$ cat config.mk
export PLATFORM = sky130hd
export DESIGN_NAME = decimal_counter_7seg
export DESIGN_NICKNAME = d
export VERILOG_FILES = /design/src/rtl/decimal_counter_7seg.sv
export SDC_FILE = /design/constraint.sdc
export NUM_CORES = 1
export LEC_CHECK = 0
export CAP_MARGIN = 5
export CORE_ASPECT_RATIO = 1.4
export CORE_MARGIN = 4
export CORE_UTILIZATION = 40
export DETAILED_ROUTE_END_ITERATION = 8
export PLACE_DENSITY = 0.68
export SYNTH_ARGS = -nofsm -noshare
export SYNTH_HDL_FRONTEND = slang
export SYNTH_SLANG_ARGS = --single-unit
$ cat constraint.sdc
create_clock -name clk -period 2.9 [get_ports clk]
set_clock_uncertainty 0.05 [all_clocks]
set_input_delay 0.58 -clock clk [delete_from_list [all_inputs] [get_ports clk]]
set_output_delay 0.58 -clock clk [all_outputs]
set_load 0.05 [all_outputs]
$ cat src/rtl/decimal_counter_7seg.sv
// Multi-digit BCD up/down counter with tick prescaler and 7-seg decode.
// Ports: clk, rst (sync, active-high), en, up, clear, load, load_val[4*DIGITS]
//        -> bcd[4*DIGITS], hex[7*DIGITS] (active-low {g..a}), tick, wrap.
module decimal_counter_7seg #(
  parameter int DIGITS  = 2,
  parameter int CLK_HZ  = 50000000,
  parameter int TICK_HZ = 1
) (
  input  logic                  clk,
  input  logic                  rst,
  input  logic                  en,
  input  logic                  up,
  input  logic                  clear,
  input  logic                  load,
  input  logic [4*DIGITS-1:0]   load_val,
  output logic [4*DIGITS-1:0]   bcd,
  output logic [7*DIGITS-1:0]   hex,
  output logic                  tick,
  output logic                  wrap
);

  localparam int DIV = (CLK_HZ / TICK_HZ < 1) ? 1 : CLK_HZ / TICK_HZ;
  localparam int PW  = (DIV > 1) ? $clog2(DIV) : 1;
  localparam logic [PW-1:0] LAST = PW'(DIV - 1);
  localparam logic [6:0] SEG_ZERO = 7'b1000000;

  function automatic logic [6:0] seg(input logic [3:0] d);
    logic [6:0] s;
    case (d)
      4'd0:    s = 7'b1000000;
      4'd1:    s = 7'b1111001;
      4'd2:    s = 7'b0100100;
      4'd3:    s = 7'b0110000;
      4'd4:    s = 7'b0011001;
      4'd5:    s = 7'b0010010;
      4'd6:    s = 7'b0000010;
      4'd7:    s = 7'b1111000;
      4'd8:    s = 7'b0000000;
      4'd9:    s = 7'b0010000;
      default: s = 7'b1111111;
    endcase
    return s;
  endfunction

  logic [PW-1:0]       pre_q;
  logic [PW-1:0]       pre_n;
  logic [4*DIGITS-1:0] bcd_n;
  logic [4*DIGITS-1:0] inc_v;
  logic [4*DIGITS-1:0] dec_v;
  logic [4*DIGITS-1:0] sat_v;
  logic [7*DIGITS-1:0] hex_n;
  logic                inc_c;
  logic                dec_b;
  logic                step;
  logic                tick_n;
  logic                wrap_n;

  assign step = en && (pre_q == LAST);

  // Ripple carry/borrow across digits; a carry or borrow that
  // survives past the top digit is exactly the wrap condition.
  always_comb begin
    inc_v = bcd;
    dec_v = bcd;
    inc_c = 1'b1;
    dec_b = 1'b1;
    for (int k = 0; k < DIGITS; k++) begin
      if (inc_c) begin
        if (bcd[4*k +: 4] >= 4'd9) begin
          inc_v[4*k +: 4] = 4'd0;
        end else begin
          inc_v[4*k +: 4] = bcd[4*k +: 4] + 4'd1;
          inc_c = 1'b0;
        end
      end
      if (dec_b) begin
        if (bcd[4*k +: 4] == 4'd0) begin
          dec_v[4*k +: 4] = 4'd9;
        end else begin
          dec_v[4*k +: 4] = bcd[4*k +: 4] - 4'd1;
          dec_b = 1'b0;
        end
      end
    end
  end

  // Out-of-range load nibbles saturate to 9 so the count stays BCD.
  always_comb begin
    sat_v = '0;
    for (int k = 0; k < DIGITS; k++) begin
      if (load_val[4*k +: 4] > 4'd9) begin
        sat_v[4*k +: 4] = 4'd9;
      end else begin
        sat_v[4*k +: 4] = load_val[4*k +: 4];
      end
    end
  end

  always_comb begin
    pre_n  = pre_q;
    bcd_n  = bcd;
    tick_n = 1'b0;
    wrap_n = 1'b0;
    if (en) begin
      pre_n = step ? '0 : pre_q + PW'(1);
    end
    if (clear) begin
      pre_n = '0;
      bcd_n = '0;
    end else if (load) begin
      pre_n = '0;
      bcd_n = sat_v;
    end else if (step) begin
      tick_n = 1'b1;
      bcd_n  = up ? inc_v : dec_v;
      wrap_n = up ? inc_c : dec_b;
    end
  end

  // Decode the next value so hex and bcd move on the same edge.
  always_comb begin
    hex_n = '0;
    for (int k = 0; k < DIGITS; k++) begin
      hex_n[7*k +: 7] = seg(bcd_n[4*k +: 4]);
    end
  end

  always_ff @(posedge clk) begin
    if (rst) begin
      pre_q <= '0;
      bcd   <= '0;
      hex   <= {DIGITS{SEG_ZERO}};
      tick  <= 1'b0;
      wrap  <= 1'b0;
    end else begin
      pre_q <= pre_n;
      bcd   <= bcd_n;
      hex   <= hex_n;
      tick  <= tick_n;
      wrap  <= wrap_n;
    end
  end

endmodule

==> results_dict.tcl <==
set metrics [dict create \
    outcome "completed" \
    io_buffers 37 \
    startpoint_type "flip-flop" \
    grt_overflow 0 \
    hold_start "pre_q[1]" \
    cts_tree "yes" \
    cp.arrival_ns 2.88 \
    cts_made_buffers 5 \
    vias_per_cell 5.313 \
    max_stage_delay_ns 0.49 \
    synth-xor-area-share_pct 6.612 \
    wirelength_um 6925 \
    synth_top_flop_cell "dfxtp_1" \
    crit_slowest_cell "or4_1" \
    period_minus_slack_ns 2.746 \
    postLayoutCoreUtil_pct 53.35 \
    crit_chain "inv_1, ha_1, nor3b_2, or4_1, o311a_1, or3_1, a221o_1, buf_4, nor4_1, a31oi_1" \
    clk_pin_slew_ns 0.09 \
    cts_root_buf "clkbuf_8" \
    fin_total_pwr_uw 1389 \
    die_area_um2 8734 \
    drc 0 \
    cp-startpoint "bcd[0]" \
    grt_pass1_wl_um 11540 \
    ir_drop_mv 0.1988 \
    p_leak_uw 0.001461 \
    routedWlPerCell_um 13.39 \
    synthArstFlopShare_pct 0 \
    finalMaxSlewViolations 0 \
    synthCells 350 \
    clock-sinks 50 \
    synth_cell_types 58 \
    maxCapViolations 0 \
    layout_commonest_cell "dfxtp_1" \
    crit_buf_inv 2 \
    h-tree-depth 2 \
    synth_edf_count 0 \
    clock_path_buffers 2 \
    place_congestion 0.9253 \
    regToRegStartpoint "bcd[0]" \
    critPathCaptureType "flip-flop" \
    cp.required_ns 3.03 \
    die_w_um 80.14 \
    hp-class "reg2reg" \
    muxShareOfSynthArea_pct 3.220 \
    finalCritPeriodShare_pct 94.69 \
    max-slew-margin-rel_pct 56.24 \
    ys_ff_latch 50 \
    dieHeight_um 109.0 \
    cts_hold_buf 0 \
    synth_area_per_cell_um2 8.326 \
    synth_compound_area_share_pct 17.90 \
    drtIter0Drc 96 \
    hold_viol 0 \
    area.growth.synth_to_final_pct 28.64 \
    synth_top_family_by_area "simple AND/OR/NAND/NOR gates" \
    syn-cell-area_um2 2914 \
    insertion_delay_ns 0.30 \
    rsz0062_at_grt "false" \
    hpwl_um 5442 \
    fmaxAchievable_ghz 0.3642 \
    fin_hold_ws_ns 0.4878 \
    dr.pass1.iters 4 \
    synth_seq_area_share_pct 34.35 \
    critPathKind "reg2reg" \
    synth_fa_ha_area_share_pct 6.870 \
    antenna_found_initial 0 \
    worst_pin_slew_ns 0.6496 \
    nets 452 \
    coreArea_um2 7027 \
    final_cell_mix "dfxtp_1 (48), buf_4 (44), nor2_1 (43)" \
    grt_pass1_vias 2583 \
    initial_core_util_pct 41.47 \
    yosysWarnings 0 \
    route.antenna.remaining_nets 0 \
    vias 2747 \
    cp_max_fo 8 \
    finalSetupViolations 0 \
    crit_family "simple AND/OR/NAND/NOR gates" \
    powerDensity_nw_per_um2 370.6 \
    antenna_cells 0 \
    rows 36 \
    ios 38 \
    synth_simple_gate_area_share_pct 25.81 \
    syn_nets 380 \
    grtUsageTotal_pct 16.44 \
    grt_max_degree 24 \
    drive_above_1_share_pct 15.88 \
]
worst reg2reg max path: stages (launching register included):
cell,delay (ns)
dfxtp_2,0.35
inv_1,0.04
ha_1,0.26
nor3b_2,0.21
or4_1,0.49
o311a_1,0.12
or3_1,0.33
a221o_1,0.35
buf_4,0.17
nor4_1,0.20
a31oi_1,0.07
through the flow:
| step | instance area (um^2) | TNS [ns] | setup WS (ns) | instances |
|---|---|---|---|---|
| final | 3749 | 0 | 0.1540 | 517 |
| after global routing | 3749 | 0 | 0.01342 | 517 |
| after CTS | 3730 | 0 | 0.02840 | 516 |
| after detailed placement | 3643 | -2.341 | -0.3523 | 509 |
| after global placement | 3643 | -1.819 | -0.2518 | 509 |
| after floorplan | 2917 | 0 | 0.03163 | 350 |
per-layer routing:
metal / routed length, um / track usage, % / vias up
li1: - / - / 1394
met5: 0 / 0 / -
met4: 156 / 6.643 / 0
met1: 2876 / 18.60 / 1276
met3: 294 / 3.058 / 16
met2: 3598 / 29.92 / 61
timing repair:
| item | 4_1_cts | 5_1_grt |
|---|---|---|
| resized for setup | 1 | 3 |
| buffers inserted | 0 | 1 |
| endpoints found under the hold margin | 0 | 0 |
| endpoints found under the setup margin | 2 | 7 |
registers in the layout, indices dropped and copies added, names as in the netlist:
name / cells
pre_q: 26
tick: 1
hex: 14
wrap: 1
bcd: 8
layout make-up:
| type | count | area (um^2) |
|---|---|---|
| Inverter | 18 | 67.56 |
| Tap cell | 95 | 118.9 |
| Fill cell | 695 | 3278 |
| Clock inverter | 1 | 7.507 |
| Multi-Input combinational cell | 266 | 1775 |
| Timing Repair Buffer | 81 | 703.2 |
| Sequential cell | 50 | 1003 |
| Clock buffer | 6 | 72.57 |
power by group:
part / internal [uW] / leakage [uW] / total, uW / switching (uW)
Clock: 166 / 0.0000373 / 385 / 220
Sequential: 703 / 0.000407 / 716 / 12.9
Combinational: 124 / 0.00102 / 288 / 164
cell families after synthesis:
logic type | after synthesis
DFF | 50
adders and majority gates | 16
muxes | 9
xor gates and xnor gates | 22
and+or+nand+nor | 140
AOI/OAI and AO/OA | 79
buffers and inverters | 34
worst paths after layout:
| path | end | slack [ns] | cells after the start |
|---|---|---|---|
| max | hex[13] | 0.15 | 10 |
| min | pre_q[1] | 0.49 | 2 |
| max reg2reg | hex[13] | 0.15 | 10 |
| min reg2reg | pre_q[1] | 0.49 | 2 |
cell usage after synthesis, drive strengths merged (2+ instances only):
master,instances,area [um^2]
or3,6,37.54
nor3b,2,26.28
o31ai,8,60.06
nand3,14,70.07
xor2,15,131.4
nand2b,5,31.28
nand2,26,105.1
nand4,10,62.56
ha,16,200.2
or4,2,15.01
o21bai,2,15.01
o32a,2,20.02
a31oi,5,31.28
mux2,3,33.78
a2111oi,2,23.77
nor2,43,161.4
mux2i,6,60.06
nand4bb,2,22.52
and4,5,46.29
dfxtp,50,1001
inv,18,67.56
o21a,4,30.03
o21ai,13,68.82
and3,2,12.51
buf,6,47.54
nor2b,2,12.51
a211oi,6,45.04
a21oi,24,120.1
nor3,11,66.32
clkbuf,10,37.54
xnor2,7,61.31
nand3b,2,15.01
a21o,5,37.54
Power figures use the tool's default switching activity.
